===== src/rtl/diode_matrix_bist.sv =====
// BIST sequencer for the JAM-1 ALU diode matrix: steps ALUOP 0..15, captures the
// decoded select lines and compacts them into a CRC-style signature.
//
// state   | meaning
// IDLE    | waiting for start, outputs at reset values
// SETTLE  | ALUOP held while the matrix output settles
// CAPTURE | response sampled into the signature, ALUOP advanced
// DONE    | signature frozen, pass valid, waiting for a new start

`timescale 1ns/1ps

module diode_matrix_bist #(
    parameter int unsigned SETTLE_CYCLES = 2,
    parameter logic [15:0] EXPECTED_SIG  = 16'h0000
) (
    input  logic        clk,
    input  logic        rst,
    input  logic        start,
    output logic [3:0]  ALUOP,
    input  logic [3:0]  LogicSelect,
    input  logic        ShiftSelectA,
    input  logic        ShiftSelectB,
    input  logic        CarrySelectA,
    input  logic        CarrySelectB,
    output logic        busy,
    output logic        done,
    output logic        pass,
    output logic [15:0] signature
);

    typedef enum logic [1:0] {
        IDLE    = 2'd0,
        SETTLE  = 2'd1,
        CAPTURE = 2'd2,
        DONE    = 2'd3
    } state_t;

    localparam logic [3:0] SETTLE_LOAD = 4'(SETTLE_CYCLES - 1);

    state_t      state;
    logic [3:0]  settle_cnt;
    logic [7:0]  resp;
    logic [15:0] sig_next;

    assign resp = {LogicSelect, ShiftSelectA, ShiftSelectB, CarrySelectA, CarrySelectB};

    // CCITT feedback taps, response folded into the low byte
    assign sig_next = ({signature[14:0], 1'b0} ^ (signature[15] ? 16'h1021 : 16'h0000))
                    ^ {8'h00, resp};

    always_ff @(posedge clk or posedge rst) begin
        if (rst) begin
            state      <= IDLE;
            settle_cnt <= 4'd0;
            ALUOP      <= 4'd0;
            busy       <= 1'b0;
            done       <= 1'b0;
            pass       <= 1'b0;
            signature  <= 16'h0000;
        end else begin
            case (state)
                IDLE, DONE: begin
                    if (start) begin
                        state      <= SETTLE;
                        settle_cnt <= SETTLE_LOAD;
                        ALUOP      <= 4'd0;
                        signature  <= 16'h0000;
                        busy       <= 1'b1;
                        done       <= 1'b0;
                        pass       <= 1'b0;
                    end
                end
                SETTLE: begin
                    if (settle_cnt == 4'd0) begin
                        state <= CAPTURE;
                    end else begin
                        settle_cnt <= settle_cnt - 4'd1;
                    end
                end
                CAPTURE: begin
                    signature <= sig_next;
                    if (ALUOP == 4'hF) begin
                        state <= DONE;
                        busy  <= 1'b0;
                        done  <= 1'b1;
                        pass  <= (sig_next == EXPECTED_SIG);
                    end else begin
                        state      <= SETTLE;
                        settle_cnt <= SETTLE_LOAD;
                        ALUOP      <= ALUOP + 4'd1;
                    end
                end
                default: state <= IDLE;
            endcase
        end
    end

endmodule


===== config.mk =====
export PLATFORM = sky130hd
export DESIGN_NAME = diode_matrix_bist
export DESIGN_NICKNAME = d
export VERILOG_FILES = /design/src/rtl/diode_matrix_bist.sv
export SDC_FILE = /design/constraint.sdc
export NUM_CORES = 1
export LEC_CHECK = 0
export CAP_MARGIN = 20
export CORE_MARGIN = 2
export CORE_UTILIZATION = 55
export CTS_BUF_LIST = sky130_fd_sc_hd__clkbuf_4
export CTS_CLUSTER_SIZE = 16
export DETAILED_ROUTE_END_ITERATION = 12
export MAX_ROUTING_LAYER = met4
export PLACE_DENSITY = 0.87
export SYNTH_ARGS = -nofsm -noshare
export SYNTH_HDL_FRONTEND = slang
export SYNTH_SLANG_ARGS = --single-unit
export TNS_END_PERCENT = 5

===== constraint.sdc =====
create_clock -name clk -period 2.7 [get_ports clk]
set_clock_uncertainty 0.05 [all_clocks]
set_input_delay 0.27 -clock clk [delete_from_list [all_inputs] [get_ports clk]]
set_output_delay 0.27 -clock clk [all_outputs]
set_load 0.01 [all_outputs]

; ---- Word-level counts from Yosys, hierarchy flattened
; Cells that the tools add are included.
[word_totals]
mem_bits_ro = 0
mem_count = 0
reg_bits = 29
latch_bits = 0
mem_bits_rw = 0
[op_classes]
div_mod_pow = 0
magnitude_cmp = 0
add_sub_neg = 2
multipliers = 0
shift = 0
reduce_logical = 10
bitwise = 2
mux = 22
n_eq_ne = 9
[ops]
columns = operator, count
row1 = $pmux 16 s2, 1
row2 = $mux 4, 5
row3 = $logic_not 16->1, 1
row4 = $mux 16, 1
row5 = $xor 16x13->16, 1
row6 = $xor 16x8->16, 1
row7 = $mux 13, 1
row8 = $pmux 4 s3, 1
row9 = $ne 2x2->1 const B, 5
row10 = $reduce_and 3->1, 3
row11 = $pmux 4 s2, 1
row12 = $mux 2, 3
row13 = $pmux 1 s2, 3
row14 = $pmux 2 s3, 1
row15 = $mux 1, 5
row16 = $add 4x1->4 const B, 1
row17 = $eq 2x2->1 const B, 2
row18 = $eq 4x4->1 const B, 1
row19 = $logic_not 4->1, 1
row20 = $reduce_and 2->1, 2
row21 = $sub 4x1->4 const B, 1
row22 = $eq 2x1->1 const B, 1
row23 = $logic_not 2->1, 1
row24 = $reduce_bool 2->1, 1
row25 = $reduce_or 2->1, 1

; ---- Longest topological paths before layout
[depth]
depth_word = 6
mapped_depth = 7
mapped_depth_nobuf = 6

; ---- Worst setup path before layout
; No wires, ideal clock.
[synth_timing]
path_type = register to register
startpoint = register state[0]
endpoint = register signature[13]
arrival_ns = 1.569
period_less_slack_ns = 1.685
stages_incl_launch_ff = 6
setup_time_ns = 0.066
slack_ns = 1.015
cell_sequence = dfrtp_1 > inv_1 > ha_1 > mux2i_1 > buf_2 > a22o_1
[synth_via]
elab_chain_cells = 4
elab_cells_between_ends = 8
[synth_lines]
columns = element, line
row1 = start: declaration, 40  ; state_t state;
row2 = start signal: assignment, 53  ; state <= IDLE;
row3 = start signal: assignment, 64  ; state <= SETTLE;
row4 = start signal: assignment, 75  ; state <= CAPTURE;
row5 = $eq 2x2->1 / $logic_not 2->1 (equally long branches), 61  ; case (state)
row6 = $reduce_or 2->1, 61
row7 = $ne 2x2->1 (no source line) / $reduce_bool 2->1 (equally long branches), n/a
row8 = $reduce_and 2->1 (no source line), n/a
row9 = end signal: assignment, 81  ; signature <= sig_next;
row10 = end: declaration, 28  ; output logic [15:0] signature
; Parallel ways exist; a longest one is shown, timed or not.
; A chain may end at the register's enable or synchronous reset.

; ---- Worst setup path in the final report
[layout_timing]
startpoint = register state[0]
endpoint = register pass
[layout_via]
elab_chain_cells = 4
elab_cells_between_ends = 9
[layout_lines]
columns = element, line
row1 = $eq 2x2->1 / $logic_not 2->1 (equally long branches), 61
row2 = $reduce_or 2->1, 61
row3 = $ne 2x2->1 (no source line) / $reduce_bool 2->1 (equally long branches), n/a
row4 = $reduce_and 3->1 (no source line), n/a
row5 = end signal: assignment, 86  ; pass <= (sig_next == EXPECTED_SIG);
row6 = end: declaration, 27  ; output logic pass,
; Parallel ways exist; a longest one is shown, timed or not.

==> results.py <==
metrics = {
    "logic_synthesis": {
        "netlist_top_cells_area": "sky130_fd_sc_hd__dfrtp_1 (50%), sky130_fd_sc_hd__xnor2_1 (5.4%), sky130_fd_sc_hd__ha_1 (5.1%)",
        "yosys-top-cells-count": "sky130_fd_sc_hd__dfrtp_1 (29), sky130_fd_sc_hd__nand2_1 (16), sky130_fd_sc_hd__o21ai_0 (14)",
        "netlist_area_mm2": 0.00146,
        "postSynthAreaPerCell_um2": 10.3,
        "synth_edf_count": 0,
        "mappedNetlistNets": 159,
        "async_reset_ff_share_pct": 100,
        "synth_sequential_area_ratio_pct": 49.7,
        "dominantRegCellSynth": "sky130_fd_sc_hd__dfrtp_1",
        "synth.most_common_cell": "sky130_fd_sc_hd__dfrtp_1",
        "post_synth_inst_count": 142,
        "synth_largest_type_area_fraction_pct": 49.7,
        "ys_ff_latch": 29,
        "synth_area_leader_cell": "sky130_fd_sc_hd__dfrtp_1",
        "post_synth_cell_types": 37,
        "synth_warnings": 0,
    },
    "power": {
        "p_seq_share_pct": 38.4,
        "power.leakage_nw": 0.802,
        "totalPowerFinal_mw": 1.63,
        "switching_power_mw": 0.656,
        "p_sw_share_pct": 40.2,
        "comb_power_share_pct": 46.6,
        "power_density_mw_per_mm2": 876,
        "internal_power_mw": 0.976,
        "clockPowerShare_pct": 15.0,
        "ir_worst_vdd_mv": 0.715,
    },
    "placement": {
        "dp.final_hpwl_mm": 2.43,
        "placement.io_buffers": 33,
        "place_ws_ns": 0.493,
        "place.gp.congestion": 0.816,
    },
    "cts": {
        "cts-hold-fix-buffers": 0,
        "cts-buffers-inserted": 5,
        "clock_path_buffers": 2,
        "cts_post_setup_buffers_inserted": 0,
        "worstSkewPairLatency_ns": 0.33,
        "cts_tree": "yes",
        "cts_max_level": 2,
        "cts.repair.resized": 0,
        "clock_sink_count": 29,
        "clk_root_buffer_cell": "sky130_fd_sc_hd__clkbuf_4",
        "clk_pin_slew_worst_setup_hold_paths_ns": 0.08,
    },
    "run_status": {
        "run_status": "finished, final reports clean",
    },
    "finish": {
        "finalNetCount": 196,
        "drive_above_1_share_pct": 7.26,
        "syn_to_final_growth_pct": 27.7,
        "n_antenna_cell": 0,
    },
    "floorplanning": {
        "coreArea_mm2": 0.00250,
        "rows": 18,
        "fp.dieH_um": 55.5,
        "floorplan.die_area_mm2": 0.00308,
        "i_o_pin_total": 34,
        "floorplan.initialDensity_pct": 58.4,
        "die_width_um": 55.5,
    },
    "routing": {
        "avgRoutedWirePerCell_um": 15.8,
        "finalWirelength_mm": 3.29,
        "iter_0_drt_violations": 54,
        "routed_via_density": 5.90,
        "first_pass_iters": 4,
        "vias": 1233,
        "post-route-drc-count": 0,
        "detail-route-antenna-nets": 0,
    },
    "timing": {
        "slew-limit-headroom_pct": 43.6,
        "actual_slew_at_the_worst_max_slew_pin_ns": 0.822,
        "rsz0062_at_grt": "no",
        "final_hold_viol_count": 0,
        "max_freq_ghz": 0.441,
        "finalSetupViolCount": 0,
        "setup-tns-final_ns": 0,
        "report.final.slew_viol_count": 0,
        "setup_slack_ns": 0.435,
        "timing.final.crit_period_ns": 2.27,
        "min_period_over_period_pct": 83.9,
    },
    "global_route": {
        "global_route.overflow_total": 0,
        "gr-usage-all-layers_pct": 25.0,
        "grt_pass1_vias": 1190,
        "grt_first_pass_wirelength_mm": 5.63,
        "grt_max_degree": 30,
        "antenna_found_initial": 0,
    },
    "setup_path": {
        "timing.critical_path.required_ns": 2.92,
        "r2r_end": "pass",
        "worst_ep_arrival_time_ns": 2.49,
        "timing_worst_setup_path_type": "register to register",
        "worstSetupStartpointType": "register",
        "rr_worst_depth": 7,
        "worstPathMaxFanout": 10,
        "crit_path_end_kind": "register",
        "worstSetupStartpoint": "state[0]",
        "worst_r2r_startpoint": "state[0]",
        "rrSetupSlack_ns": 0.43,
    },
    "min_path": {
        "worstHoldPathType": "input port to asynchronous set/reset pin",
    },
    "job": {
        "maxCapViolCount": 0,
    },
}
stage by stage:
step	cell area, um2	utilization (%)	cells	hold slack (ns)
finish	1860	74.5	209	0.252
global route	1860	74.5	209	0.305
CTS	1860	74.5	209	0.267
detailed placement	1810	72.6	202	0.448
global placement	1810	72.3	201	0.440
floorplan	1460	-	142	0.298
cell usage in the layout (no fill, tap or decap), types with 2 or more instances in the layout:
| cell type | count |
|---|---|
| sky130_fd_sc_hd__nor2b_1 | 4 |
| sky130_fd_sc_hd__nor3b_1 | 2 |
| sky130_fd_sc_hd__xnor2_1 | 9 |
| sky130_fd_sc_hd__clkdlybuf4s50_1 | 33 |
| sky130_fd_sc_hd__o22ai_1 | 2 |
| sky130_fd_sc_hd__nand4_1 | 2 |
| sky130_fd_sc_hd__ha_1 | 6 |
| sky130_fd_sc_hd__clkbuf_4 | 6 |
| sky130_fd_sc_hd__buf_4 | 2 |
| sky130_fd_sc_hd__a22o_1 | 6 |
| sky130_fd_sc_hd__dfrtp_1 | 29 |
| sky130_fd_sc_hd__a21oi_1 | 6 |
| sky130_fd_sc_hd__inv_1 | 7 |
| sky130_fd_sc_hd__o31ai_1 | 2 |
| sky130_fd_sc_hd__nor2_1 | 3 |
| sky130_fd_sc_hd__nand2b_1 | 2 |
| sky130_fd_sc_hd__o21ai_0 | 14 |
| sky130_fd_sc_hd__nand2_1 | 16 |
| sky130_fd_sc_hd__mux2i_1 | 2 |
| sky130_fd_sc_hd__nand3_1 | 8 |
how the worst max path moves through the flow:
stage                         end  slack [ns]
floorplan           signature[13]        1.02
finish                       pass        0.43
CTS                          pass        0.45
global route                 pass        0.26
detailed placement           pass        0.49
global placement             busy        0.37
flip-flops by register name, indices dropped and copies added, names as in the netlist:
| signal | count |
|---|---|
| ALUOP | 4 |
| busy | 1 |
| done | 1 |
| pass | 1 |
| settle_cnt | 4 |
| signature | 16 |
| state | 2 |
cell families (layout without fill, tap and decap cells):
logic type	Yosys count	after routing	synth area share [%]
xor+xnor	10	10	6.00
mux	3	3	2.14
buf+inv	12	49	3.69
simple gates	46	46	16.8
flops	29	29	49.7
fa+ha+maj	6	6	5.15
compound gates	36	36	16.5
layout make-up:
type	instances	area (um2)
sequential	29	726
multi-input combinational	101	679
fill	193	637
timing repair buffer	35	345
clock buffer	6	45.0
tap	30	37.5
inverter	7	26.3
clock inverter	1	3.75
worst max-delay path: stages (launching register included):
cell,delay (ns)
sky130_fd_sc_hd__dfrtp_1,0.41
sky130_fd_sc_hd__inv_1,0.07
sky130_fd_sc_hd__ha_1,0.34
sky130_fd_sc_hd__mux2i_1,0.72
sky130_fd_sc_hd__buf_4,0.29
sky130_fd_sc_hd__a21oi_1,0.08
sky130_fd_sc_hd__nor2b_1,0.14
sky130_fd_sc_hd__a31o_1,0.11
metal layers:
layer	routed length [um]	vias to the layer above	track usage, %
met4	80	0	11.1
met2	1610	56	37.8
li1	-	578	-
met1	1320	593	30.1
met3	277	6	8.90
met5	0	-	-
power by group through the flow:
| stage | combinational, mW | clock [mW] | sequential, mW |
|---|---|---|---|
| after CTS | 0.760 | 0.247 | 0.625 |
| after global routing | 0.845 | 0.270 | 0.641 |
| after detailed placement | 0.754 | 0 | 0.632 |
| after global placement | 0.700 | 0 | 0.623 |
| final | 0.761 | 0.245 | 0.627 |
| after floorplan | 0.482 | 0 | 0.640 |
(Power assumes the default switching activity.)
